===== src/rtl/dot_acc_pkg.sv =====
// Shared types and parameter defaults for the dot-product accumulator.
package dot_acc_pkg;

   typedef enum logic {
      ACCUM = 1'b0,
      HOLD  = 1'b1
   } state_t;

   localparam int PROD_W_DEF = 8;
   localparam int LEN_DEF    = 4;
   localparam int ACC_W_DEF  = 12;

endpackage


===== src/rtl/dot_acc_adder.sv =====
// One accumulate step at ACC_W+1 bits; the carry out is the overflow event.
// DOT_PRODUCT_ACC_SAT_EN: clamp to all-ones on overflow instead of wrapping.
module dot_acc_adder
   import dot_acc_pkg::*;
#(
   parameter int PROD_W = PROD_W_DEF,
   parameter int ACC_W  = ACC_W_DEF
) (
   input  logic [ACC_W-1:0]  acc,
   input  logic [PROD_W-1:0] prod,
   output logic [ACC_W-1:0]  sum,
   output logic              ovf
);

   logic [ACC_W:0] wide;

   assign wide = {1'b0, acc} + (ACC_W+1)'(prod);
   assign ovf  = wide[ACC_W];

`ifdef DOT_PRODUCT_ACC_SAT_EN
   // A clamped acc re-overflows on any nonzero add, so it stays pinned.
   assign sum = ovf ? '1 : wide[ACC_W-1:0];
`else
   assign sum = wide[ACC_W-1:0];
`endif

endmodule


===== src/rtl/dot_product_accumulator.sv =====
// Accumulates groups of LEN products and presents each sum on a handshake.
// Build option DOT_PRODUCT_ACC_SAT_EN selects saturating accumulation.
module dot_product_accumulator
   import dot_acc_pkg::*;
#(
   parameter int PROD_W = PROD_W_DEF,
   parameter int LEN    = LEN_DEF,
   parameter int ACC_W  = ACC_W_DEF
) (
   input  logic              clk,
   input  logic              rst,
   input  logic              in_valid,
   output logic              in_ready,
   input  logic [PROD_W-1:0] in_prod,
   output logic              out_valid,
   input  logic              out_ready,
   output logic [ACC_W-1:0]  out_sum,
   output logic              out_ovf
);

   localparam int CNT_W = (LEN > 1) ? $clog2(LEN) : 1;
   localparam logic [CNT_W-1:0] LAST = CNT_W'(LEN - 1);

   state_t           state;
   state_t           state_nxt;
   logic [ACC_W-1:0] acc;
   logic [ACC_W-1:0] acc_nxt;
   logic [CNT_W-1:0] cnt;
   logic             ovf;
   logic             add_ovf;
   logic             in_fire;
   logic             out_fire;
   logic             last;

   dot_acc_adder #(
      .PROD_W(PROD_W),
      .ACC_W (ACC_W)
   ) u_adder (
      .acc (acc),
      .prod(in_prod),
      .sum (acc_nxt),
      .ovf (add_ovf)
   );

   // Refuse input during the reset cycle; otherwise state-decoded only.
   assign in_ready  = (state == ACCUM) && !rst;
   assign out_valid = (state == HOLD);
   assign in_fire   = in_valid && in_ready;
   assign out_fire  = out_valid && out_ready;
   assign last      = (cnt == LAST);

   always_ff @(posedge clk) begin
      if (rst) begin
         state <= ACCUM;
      end else begin
         state <= state_nxt;
      end
   end

   always_comb begin
      state_nxt = state;
      unique case (state)
         ACCUM: if (in_fire && last) state_nxt = HOLD;
         HOLD:  if (out_fire) state_nxt = ACCUM;
         default: state_nxt = ACCUM;
      endcase
   end

   always_ff @(posedge clk) begin
      if (rst) begin
         acc     <= '0;
         cnt     <= '0;
         ovf     <= 1'b0;
         out_sum <= '0;
         out_ovf <= 1'b0;
      end else if (in_fire) begin
         if (last) begin
            out_sum <= acc_nxt;
            out_ovf <= ovf | add_ovf;
            acc     <= '0;
            cnt     <= '0;
            ovf     <= 1'b0;
         end else begin
            acc <= acc_nxt;
            cnt <= cnt + CNT_W'(1);
            ovf <= ovf | add_ovf;
         end
      end
   end

endmodule


===== config.mk =====
export PLATFORM = sky130hd
export DESIGN_NAME = dot_product_accumulator
export DESIGN_NICKNAME = d
export VERILOG_FILES = /design/src/rtl/dot_acc_pkg.sv /design/src/rtl/dot_acc_adder.sv /design/src/rtl/dot_product_accumulator.sv
export SDC_FILE = /design/constraint.sdc
export NUM_CORES = 1
export LEC_CHECK = 0
export ABC_CLOCK_PERIOD_IN_PS = 3600
export CORE_ASPECT_RATIO = 0.75
export CORE_MARGIN = 4
export CORE_UTILIZATION = 29
export DETAILED_ROUTE_END_ITERATION = 7
export PLACE_DENSITY_LB_ADDON = 0.3
export SLEW_MARGIN = 30
export SYNTH_ARGS = -nofsm -noshare
export SYNTH_HDL_FRONTEND = slang
export SYNTH_SLANG_ARGS = --single-unit

===== constraint.sdc =====
create_clock -name clk -period 3.6 [get_ports clk]
set_clock_uncertainty 0.1 [all_clocks]
set_input_delay 0.36 -clock clk [delete_from_list [all_inputs] [get_ports clk]]
set_output_delay 0.36 -clock clk [all_outputs]
set_load 0.02 [all_outputs]

==> summary.txt <==
Worst EP required: 3.70 ns
Reg clk slew, reported paths: 0.06 ns
CTS root buf: clkbuf_8
Final nets: 236
Worst slew margin: 0.614
Endpoints failing setup: 0
Seq/Total Area, Yosys: 0.372
Die Ht: 71.6 µm
CP Class: in2reg
I/O pins: 27
Worst setup SP type: input port
Hpwl dp: 2840 µm
Final hold violations: 0
Synthesized area per cell: 8.31 µm²
Leakage: 0.000772 µW
Synth async-reset ratio: 0
Routed wire length: 3890 µm
Iteration-0 DRC Markers: 76
VDD IR max: 0.176 mV
Synth cell count leaders: dfxtp_1, nand2_1, nand3_1, a21oi_1, o21ai_0
Fraction of final layout cells sized beyond drive strength 1: 0.0698
Number of global-route vias before repair: 1355
Max-slew violations: 0
Die area: 0.00663 mm²
Critical-path top delay cell: or4_1
Fin crit period: 2.58 ns
Area Growth Syn to Fin: 26.6%
Final cycle utilization of the critical path: 0.716
CP endpoint kind: flip-flop
Met2 wire len: 1550 µm
Initial antenna violation count: 0
Via count: 1437
Met1 WL: 2100 µm
CTS buffer count: 5
GPL Wtd Cong: 0.810
Post-synth top area share: 0.372
Grt ovf: 0
Hold WC Path Type: reg2reg
Largest net degree at the start of global routing: 17
GRT Resource Usage Total: 0.123
Core area: 0.00504 mm²
Net Count, Synth: 210
Post_cts resized: 0
Max-cap violation count: 0
Achievable Freq: 388 MHz
CTS Sinks: 29
H-tree depth: 2
Worst path max stage delay: 0.47 ns
Max FO, Critical Path: 8
Syn. warnings: 0
CTS tree: yes
Vias per std cell: 5.01
Post-synth EDFFs: 0
Chip width: 92.7 µm
Met3 WL: 203 µm
Yosys reg bits: 29
Status: complete, no violations
P per Cell Area: 368 mW/mm²
Mapped Area: 0.00156 mm²
Setup TNS Final: 0 ns
Initial Util: 0.310
Yosys top cell by area: dfxtp_1
Number of placement rows: 22
IO Port Bufs: 26
Clock latency on the worst-skew pair: 0.28 ns
Top-count cell post-synth: dfxtp_1
Clock Path Buffers: 2
Setup Buffers After CTS: 0
Critical Path AT: 2.68 ns
Least-Margin Pin Slew: 0.578 ns
Hold buffer count at CTS: 0
Antenna diodes: 0
Critical Path, Cell by Cell: clkdlybuf4s50_1 > ha_1 > fa_1 > a21o_1 > and4_4 > o211a_4 > or4_1 > o211ai_1
RSZ-0062 raised after global routing: no
Cells after Synth: 188
Router iterations before antenna repair: 4
Power Total: 727 µW
Wire per inst: 13.6 µm
# DRC: 0
Antenna Nets Post-Route: 0
First-pass GRT wire length: 6560 µm
Area contributors post-synth: dfxtp_1, ha_1, nand3_1, nand2_1, a21oi_1
Ys flop type: dfxtp_1
Synth cell types: 45
Top sig layer: met4
==> power breakdown <==
part           leakage [µW]  switching (µW)  internal (µW)  total (µW)
Sequential         0.000235            11.4            334         345
Combinational      0.000492            70.0           55.2         125
Clock             0.0000450             123            134         257
Total              0.000772             205            522         727
==> sequential cells by signal, summed over array words and instances, names as in the netlist <==
register / cells
out_valid: 1
out_sum: 12
ovf: 1
out_ovf: 1
acc: 12
cnt: 2
==> area by class of cell <==
| type | count | area (µm²) |
|---|---|---|
| flip-flops and latches | 29 | 581 |
| clock buffers | 6 | 72.6 |
| inverters | 1 | 3.75 |
| clock inverters | 2 | 10.0 |
| fillers | 526 | 3060 |
| repair buffers | 30 | 290 |
| well taps | 72 | 90.1 |
| multi-input cells | 147 | 930 |
==> worst paths after layout <==
check / start / to / slack [ns] / cells after the start
hold / removal: out_sum[0] / out_sum[0] / 0.36 / 2
setup reg to reg: acc[0] / acc[8] / 1.24 / 7
hold reg to reg: out_sum[0] / out_sum[0] / 0.36 / 2
setup / recovery: in_prod[0] / acc[8] / 1.02 / 8
==> worst max-delay path: cells and delay by family <==
family                   cells  cell delay (ns)
AND/OR/NAND/NOR              2             0.67
adder cells (fa/ha/maj)      2             0.67
buffers and inverters        1             0.42
AO/OA/AOI/OAI                3             0.58
==> cell families (layout without fill, tap and decap cells) <==
| family | Yosys count | count (layout) | share of synthesized area |
|---|---|---|---|
| DFF | 29 | 29 | 0.372 |
| AOI/OAI and AO/OA | 59 | 59 | 0.244 |
| buffers and inverters | 12 | 39 | 0.0328 |
| adders and majority gates | 10 | 10 | 0.0849 |
| xor gates and xnor gates | 5 | 5 | 0.0280 |
| and+or+nand+nor | 73 | 73 | 0.238 |
==> metal layers <==
metal | track usage | up-vias
met4 | 0.0325 | 0
met2 | 0.182 | 32
met1 | 0.171 | 654
met3 | 0.0420 | 6
li1 | - | 745
met5 | 0 | -
==> through the flow <==
stage	setup WS [ns]	hold WS, ns	utilization	std cells	cell area (µm²)
finish	1.02	0.357	0.392	287	1980
global route	0.894	0.381	0.392	287	1980
CTS	1.04	0.362	0.392	287	1980
detailed placement	0.750	0.348	0.376	279	1890
global placement	0.774	0.342	0.376	279	1890
floorplan	1.28	0.326	-	188	1560
==> layout by cell type (no fill, tap or decap), types with 2 or more instances in the layout <==
cell / count
clkbuf_8: 5
nand3b_1: 2
a21o_1: 3
xor2_1: 4
nand3_1: 17
nand2_1: 22
o211ai_1: 7
ha_1: 9
nor2_1: 12
o21a_1: 2
buf_4: 4
o21ai_0: 16
a21oi_1: 16
nor3b_1: 3
a31oi_1: 2
nand4b_1: 2
dfxtp_1: 29
clkinv_2: 2
and2_1: 2
nor3_1: 3
o31ai_1: 2
clkdlybuf4s50_1: 26
No activity file was read; power rests on OpenSTA's default activity.
